`src/rtl/hdc_pkg.sv`:
```
// Shared types and default widths for the hard drive transfer controller.
package hdc_pkg;
  localparam int DATA_W_D     = 32;
  localparam int TRACK_W_D    = 7;
  localparam int SECTOR_W_D   = 14;
  localparam int TRACKS_D     = 128;
  localparam int SECTORS_D    = 16;
  localparam int MEM_ADDR_W_D = 10;
  localparam int COUNT_W_D    = 14;

  localparam logic DIR_HD_TO_MEM = 1'b0;
  localparam logic DIR_MEM_TO_HD = 1'b1;

  typedef enum logic [1:0] {IDLE, FETCH, STORE, DONE} hdc_state_t;
endpackage

```
`src/rtl/hdc_addr_gen.sv`:
```
// Track/sector/memory address counters with load and advance controls.
module hdc_addr_gen
  import hdc_pkg::*;
#(
  parameter int TRACK_W    = TRACK_W_D,
  parameter int SECTOR_W   = SECTOR_W_D,
  parameter int MEM_ADDR_W = MEM_ADDR_W_D,
  parameter int TRACKS     = TRACKS_D,
  parameter int SECTORS    = SECTORS_D
) (
  input  logic                  clock,
  input  logic                  reset,
  input  logic                  i_load,
  input  logic                  i_adv,
  input  logic [TRACK_W-1:0]    i_track,
  input  logic [SECTOR_W-1:0]   i_sector,
  input  logic [MEM_ADDR_W-1:0] i_mem_addr,
  output logic [TRACK_W-1:0]    o_track,
  output logic [SECTOR_W-1:0]   o_sector,
  output logic [MEM_ADDR_W-1:0] o_mem_addr,
  output logic                  o_sector_wrap,
  output logic                  o_track_ovf
);
  logic [TRACK_W-1:0]    r_track;
  logic [SECTOR_W-1:0]   r_sector;
  logic [MEM_ADDR_W-1:0] r_mem_addr;
  logic                  w_sector_wrap;

  assign w_sector_wrap = (32'(r_sector) == SECTORS - 1);

  always_ff @(posedge clock or posedge reset) begin
    if (reset) begin
      r_track    <= '0;
      r_sector   <= '0;
      r_mem_addr <= '0;
    end else if (i_load) begin
      r_track    <= i_track;
      r_sector   <= i_sector;
      r_mem_addr <= i_mem_addr;
    end else if (i_adv) begin
      r_mem_addr <= r_mem_addr + MEM_ADDR_W'(1);
      if (w_sector_wrap) begin
        r_sector <= '0;
        r_track  <= r_track + TRACK_W'(1);
      end else begin
        r_sector <= r_sector + SECTOR_W'(1);
      end
    end
  end

  // Overflow means the advance just stepped past the last valid track.
  assign o_track_ovf   = w_sector_wrap && (32'(r_track) == TRACKS - 1);
  assign o_sector_wrap = w_sector_wrap;
  assign o_track       = r_track;
  assign o_sector      = r_sector;
  assign o_mem_addr    = r_mem_addr;
endmodule

```
`src/rtl/hd_transfer_controller.sv`:
```
// Block mover between hard drive and data memory, one word per FETCH/STORE pair.
// Optional running checksum of transferred words when HDC_CHECKSUM_EN is defined.
module hd_transfer_controller
  import hdc_pkg::*;
#(
  parameter int DATA_W     = DATA_W_D,
  parameter int TRACK_W    = TRACK_W_D,
  parameter int SECTOR_W   = SECTOR_W_D,
  parameter int TRACKS     = TRACKS_D,
  parameter int SECTORS    = SECTORS_D,
  parameter int MEM_ADDR_W = MEM_ADDR_W_D,
  parameter int COUNT_W    = COUNT_W_D
) (
  input  logic                  clock,
  input  logic                  reset,
  input  logic                  start,
  input  logic                  dir,
  input  logic [TRACK_W-1:0]    cmd_track,
  input  logic [SECTOR_W-1:0]   cmd_sector,
  input  logic [MEM_ADDR_W-1:0] cmd_mem_addr,
  input  logic [COUNT_W-1:0]    cmd_count,
  output logic [TRACK_W-1:0]    track,
  output logic [SECTOR_W-1:0]   sector,
  output logic [DATA_W-1:0]     data_write,
  output logic                  flag_write_hd,
  input  logic [DATA_W-1:0]     output_hard_drive,
  output logic [MEM_ADDR_W-1:0] mem_addr,
  output logic [DATA_W-1:0]     mem_data_out,
  output logic                  mem_write,
  input  logic [DATA_W-1:0]     mem_data_in,
  output logic                  busy,
  output logic                  done,
  output logic                  error,
  output logic [DATA_W-1:0]     checksum
);
  hdc_state_t          r_state, w_state_nxt;
  logic                r_dir;
  logic                r_error;
  logic [COUNT_W-1:0]  r_count;
  logic [DATA_W-1:0]   r_buf;
  logic [COUNT_W-1:0]  w_count_dec;
  logic                w_accept, w_cmd_bad, w_last, w_store;
  logic                w_sector_wrap, w_track_ovf;

  assign w_accept    = (r_state == IDLE) && start;
  assign w_cmd_bad   = (32'(cmd_track) >= TRACKS) || (32'(cmd_sector) >= SECTORS);
  assign w_count_dec = r_count - COUNT_W'(1);
  assign w_last      = (w_count_dec == '0);
  assign w_store     = (r_state == STORE);

  hdc_addr_gen #(
    .TRACK_W(TRACK_W), .SECTOR_W(SECTOR_W), .MEM_ADDR_W(MEM_ADDR_W),
    .TRACKS(TRACKS), .SECTORS(SECTORS)
  ) u_addr_gen (
    .clock(clock), .reset(reset), .i_load(w_accept), .i_adv(w_store),
    .i_track(cmd_track), .i_sector(cmd_sector), .i_mem_addr(cmd_mem_addr),
    .o_track(track), .o_sector(sector), .o_mem_addr(mem_addr),
    .o_sector_wrap(w_sector_wrap), .o_track_ovf(w_track_ovf)
  );

  always_ff @(posedge clock or posedge reset) begin
    if (reset) r_state <= IDLE;
    else       r_state <= w_state_nxt;
  end

  always_comb begin
    w_state_nxt = r_state;
    unique case (r_state)
      IDLE:    if (start) w_state_nxt = (w_cmd_bad || cmd_count == '0) ? DONE : FETCH;
      FETCH:   w_state_nxt = STORE;
      STORE:   w_state_nxt = (w_last || w_track_ovf) ? DONE : FETCH;
      DONE:    w_state_nxt = IDLE;
      default: w_state_nxt = IDLE;
    endcase
  end

  always_comb begin
    busy          = 1'b0;
    done          = 1'b0;
    mem_write     = 1'b0;
    flag_write_hd = 1'b0;
    unique case (r_state)
      FETCH: busy = 1'b1;
      STORE: begin
        busy          = 1'b1;
        mem_write     = (r_dir == DIR_HD_TO_MEM);
        flag_write_hd = (r_dir == DIR_MEM_TO_HD);
      end
      DONE:    done = 1'b1;
      default: ;
    endcase
  end

  // Error on overflow only when another word was still due; the final word may land on the last sector.
  always_ff @(posedge clock or posedge reset) begin
    if (reset) begin
      r_dir   <= DIR_HD_TO_MEM;
      r_count <= '0;
      r_error <= 1'b0;
      r_buf   <= '0;
    end else begin
      if (w_accept) begin
        r_dir   <= dir;
        r_count <= cmd_count;
        r_error <= w_cmd_bad;
      end else if (w_store) begin
        r_count <= w_count_dec;
        if (!w_last && w_track_ovf) r_error <= 1'b1;
      end
      if (r_state == FETCH)
        r_buf <= (r_dir == DIR_MEM_TO_HD) ? mem_data_in : output_hard_drive;
    end
  end

  assign data_write   = r_buf;
  assign mem_data_out = r_buf;
  assign error        = r_error;

`ifdef HDC_CHECKSUM_EN
  logic [DATA_W-1:0] r_checksum;
  always_ff @(posedge clock or posedge reset) begin
    if (reset)         r_checksum <= '0;
    else if (w_accept) r_checksum <= '0;
    else if (w_store)  r_checksum <= r_checksum + r_buf;
  end
  assign checksum = r_checksum;
`else
  assign checksum = '0;
`endif
endmodule

```
`config.mk`:
```
export PLATFORM = sky130hd
export DESIGN_NAME = hd_transfer_controller
export DESIGN_NICKNAME = d
export VERILOG_FILES = /design/src/rtl/hdc_pkg.sv /design/src/rtl/hdc_addr_gen.sv /design/src/rtl/hd_transfer_controller.sv
export SDC_FILE = /design/constraint.sdc
export NUM_CORES = 1
export LEC_CHECK = 0
export CORE_MARGIN = 1
export CORE_UTILIZATION = 45
export CTS_CLUSTER_SIZE = 8
export DETAILED_ROUTE_END_ITERATION = 8
export DONT_BUFFER_PORTS = 1
export GPL_TIMING_DRIVEN = 1
export PLACE_DENSITY = 0.59
export RECOVER_POWER = 50
export SYNTH_ARGS = -nofsm -noshare
export SYNTH_HDL_FRONTEND = slang
export SYNTH_HIERARCHICAL = 1
export SYNTH_SLANG_ARGS = --single-unit
```
`constraint.sdc`:
```
create_clock -name clock -period 4.5 [get_ports clock]
set_input_delay 0.45 -clock clock [delete_from_list [all_inputs] [get_ports clock]]
set_output_delay 0.45 -clock clock [all_outputs]
set_load 0.01 [all_outputs]
```
==> results.toml <==
[setup_path]
crit_arrival_ns = 2.80
cp-end-kind = "register"
crit_fanout = 20
worstSetupStartpointType = "register"
reg2reg_setup_slack_ns = 1.99
crit_required_ns = 4.78
crit_type = "reg -> reg"

[floorplan]
start_util_pct = 46.12
die_area_um2 = 11540
pin_count = 245
fp.dieW_um = 107.4
die_y_um = 107.4
rows = 38
coreArea_um2 = 10840

[finish]
nets = 635
multi_input_area_um2 = 2421
area_delta_synth_final_pct = -2.628
drive_above_1_share_pct = 5.253
regArea_um2 = 2028
n_fill_cell = 1103
stdcell_count = 654
antennaDiodeCount = 0

[logic_synthesis]
synth_seq_area_share_pct = 40.54
synthArstFlopShare_pct = 100.0
yosys_warnings = 6
synth_area_um2 = 5000
synthFlopType = "dfrtp_1"
synth_edf_count = 0
syn_inst = 557
synth.distinct_cells = 52
ys_ff_latch = 81
syn_area_per_cell_um2 = 8.976

[power]
pwr-share-clk_pct = 36.4
comb_power_share_pct = 3.6
peakVddDrop_uv = 125.5
p_seq_share_pct = 60.0
p_int_uw = 963.8
switchingPower_uw = 323.0
switching_share_pct = 25.10
power_density_nw_per_um2 = 264.3
leakage_uw = 0.001899

[routing]
drc_errors = 0
routed-wl-met2_mm = 5.822
first_pass_iters = 4
wl_per_cell_um = 18.14
initialDrtViolationCount = 186
wirelength_mm = 11.86
top_layer_used = "met4"
wl_met3_mm = 1.188
viasPerCell = 5.595
ant_nets = 0
route.vias.total = 3659
m1WireLength_mm = 4.588

[placed_design]
place_congestion = 0.8178
port_buffers = 0
dp_hpwl_mm = 8.834
numPlacedInstances = 640

[global_route]
antenna_found_initial = 0
grt_usage_pct = 20.65
grt_max_degree = 66
overflow = 0
grt_pass1_vias = 3604
grt_pass1_wl_mm = 18.06

[timing]
tns_ns = 0
rsz0062_at_grt = "false"
finalHoldViolCount = 0
worst_pin_slew_ns = 1.889
relSlewSlack_pct = -25.96
slew_violations = 83
clock-skew-final_ns = 0.01104
hold_ws_ns = 0.1965
period_needed_ns = 2.513
timing.fmax_mhz = 397.9
finalSetupViolCount = 0
post-route-period-util_pct = 55.85

[clock_tree]
cts_sinks = 81
cts_resized = 0
postCtsHoldBufs = 0
clk_pin_slew_ns = 0.08
clock_latency_ns = 0.36
htreeDepth = 3
clk_path_buf_depth = 2
cts-buffers-inserted = 9
cts_tree = "done"
postCtsSetupBuffers = 0
root_buffer = "clkbuf_8"

[run_status]
outcome = "complete, but fails checks"
violations = "capacitance limit, slew limit"

[run]
maxCapViolations = 2

[worst_hold_path]
worstHoldPathType = "in -> reg"
[final cells by class]
cell class	count	share of cell area [%]
clock buffers	13	3.058
inverters	17	1.311
flip-flops and latches	81	41.66
repair buffers	4	0.5397
well taps	140	3.598
multi-input cells	398	49.73
clock inverters	1	0.1028
[cell usage after synthesis (all sizes together) (4+ instances only)]
master  instances  share of area [%]
nand2          60                4.5
or3             5               0.63
nor3           12                1.2
nand3           7               0.70
dfrtp          81                 41
nand4          14                1.9
nor2           51                3.8
nor4           11                2.1
buf            76                 11
clkbuf         16                1.2
ha             11                2.8
or4             7                1.1
and3            4               0.50
nor2b           4               0.50
a21oi          36                3.6
mux2i          34                6.8
inv            17                1.3
o21ai          40                4.0
xor2           14                2.5
o31ai           4               0.60
xnor2          17                3.0
a31oi           7               0.88
[worst max-delay path: stages, from the launching register on]
cell and delay (ns):
dfrtp_1 0.40, inv_1 0.13, ha_1 0.29, buf_4 0.28
and4_1 0.25, nand4_2 0.30, or4_1 0.61, a31oi_1 0.17
[path summary, 6_finish.rpt]
| check | to | from | cells past startpoint |
|---|---|---|---|
| min | r_dir | dir | 2 |
| min reg2reg | r_count[11] | r_count[11] | 2 |
| max | u_addr_gen/o_track[5] | r_state[0] | 7 |
| max in group asynchronous | r_dir | reset | 1 |
| min in group asynchronous | u_addr_gen/o_sector[2] | reset | 2 |
| max reg2reg | u_addr_gen/o_track[5] | r_state[0] | 7 |
[stage by stage]
stage          power [uW]  setup WS (ns)  utilization, %  area (um^2)
6_report             1287          1.987           44.91         4868
5_1_grt              1346          1.769           44.91         4868
4_1_cts              1309          1.999           44.94         4872
3_5_place_dp        835.6          2.015           43.52         4718
3_3_place_gp        833.6          2.101           43.52         4718
2_1_floorplan       862.9          2.228               -         5116
[cells in the final DEF, fill, tap and decap left out, types with 5 or more instances in the layout]
cell,count
a21oi_1,36
a31oi_1,7
clkbuf_8,10
conb_1,32
dfrtp_1,80
ha_1,10
inv_1,16
mux2i_1,34
nand2_1,60
nand3_1,7
nand4_1,13
nor2_1,51
nor3_1,12
nor4_1,8
o21ai_0,38
or3_1,5
or4_1,6
xnor2_1,17
xor2_1,14
[state kept, by name, indices dropped and copies added (netlist names)]
register / flops
data_write: 32
r_count: 14
u_addr_gen/o_sector: 14
u_addr_gen/o_mem_addr: 10
u_addr_gen/o_track: 7
r_state: 2
error: 1
r_dir: 1
[power by group through the flow]
stage | logic [uW] | clock network, uW | registers (uW)
after floorplan | 89.1 | 0 | 774
final | 46.2 | 468 | 773
after global routing | 54.7 | 516 | 776
after detailed placement | 48.3 | 0 | 787
after global placement | 46.8 | 0 | 787
after CTS | 48.1 | 488 | 773
[logic make-up (layout without fill, tap and decap cells)]
group	after synthesis	count (layout)	synth area share, %
xor gates and xnor gates	31	31	5.430
DFF	81	81	40.54
buffers and inverters	109	35	13.41
muxes	36	36	7.257
adders and majority gates	11	11	2.753
other	1	32	0.07500
and+or+nand+nor	187	187	18.82
AOI/OAI and AO/OA	101	101	11.71
[layer usage]
layer	vias up	GRT usage, %
li1	1738	-
met1	1708	22.97
met2	191	34.75
met3	22	7.688
met4	0	9.980
met5	-	0
No activity file was read; power rests on OpenSTA's default activity.
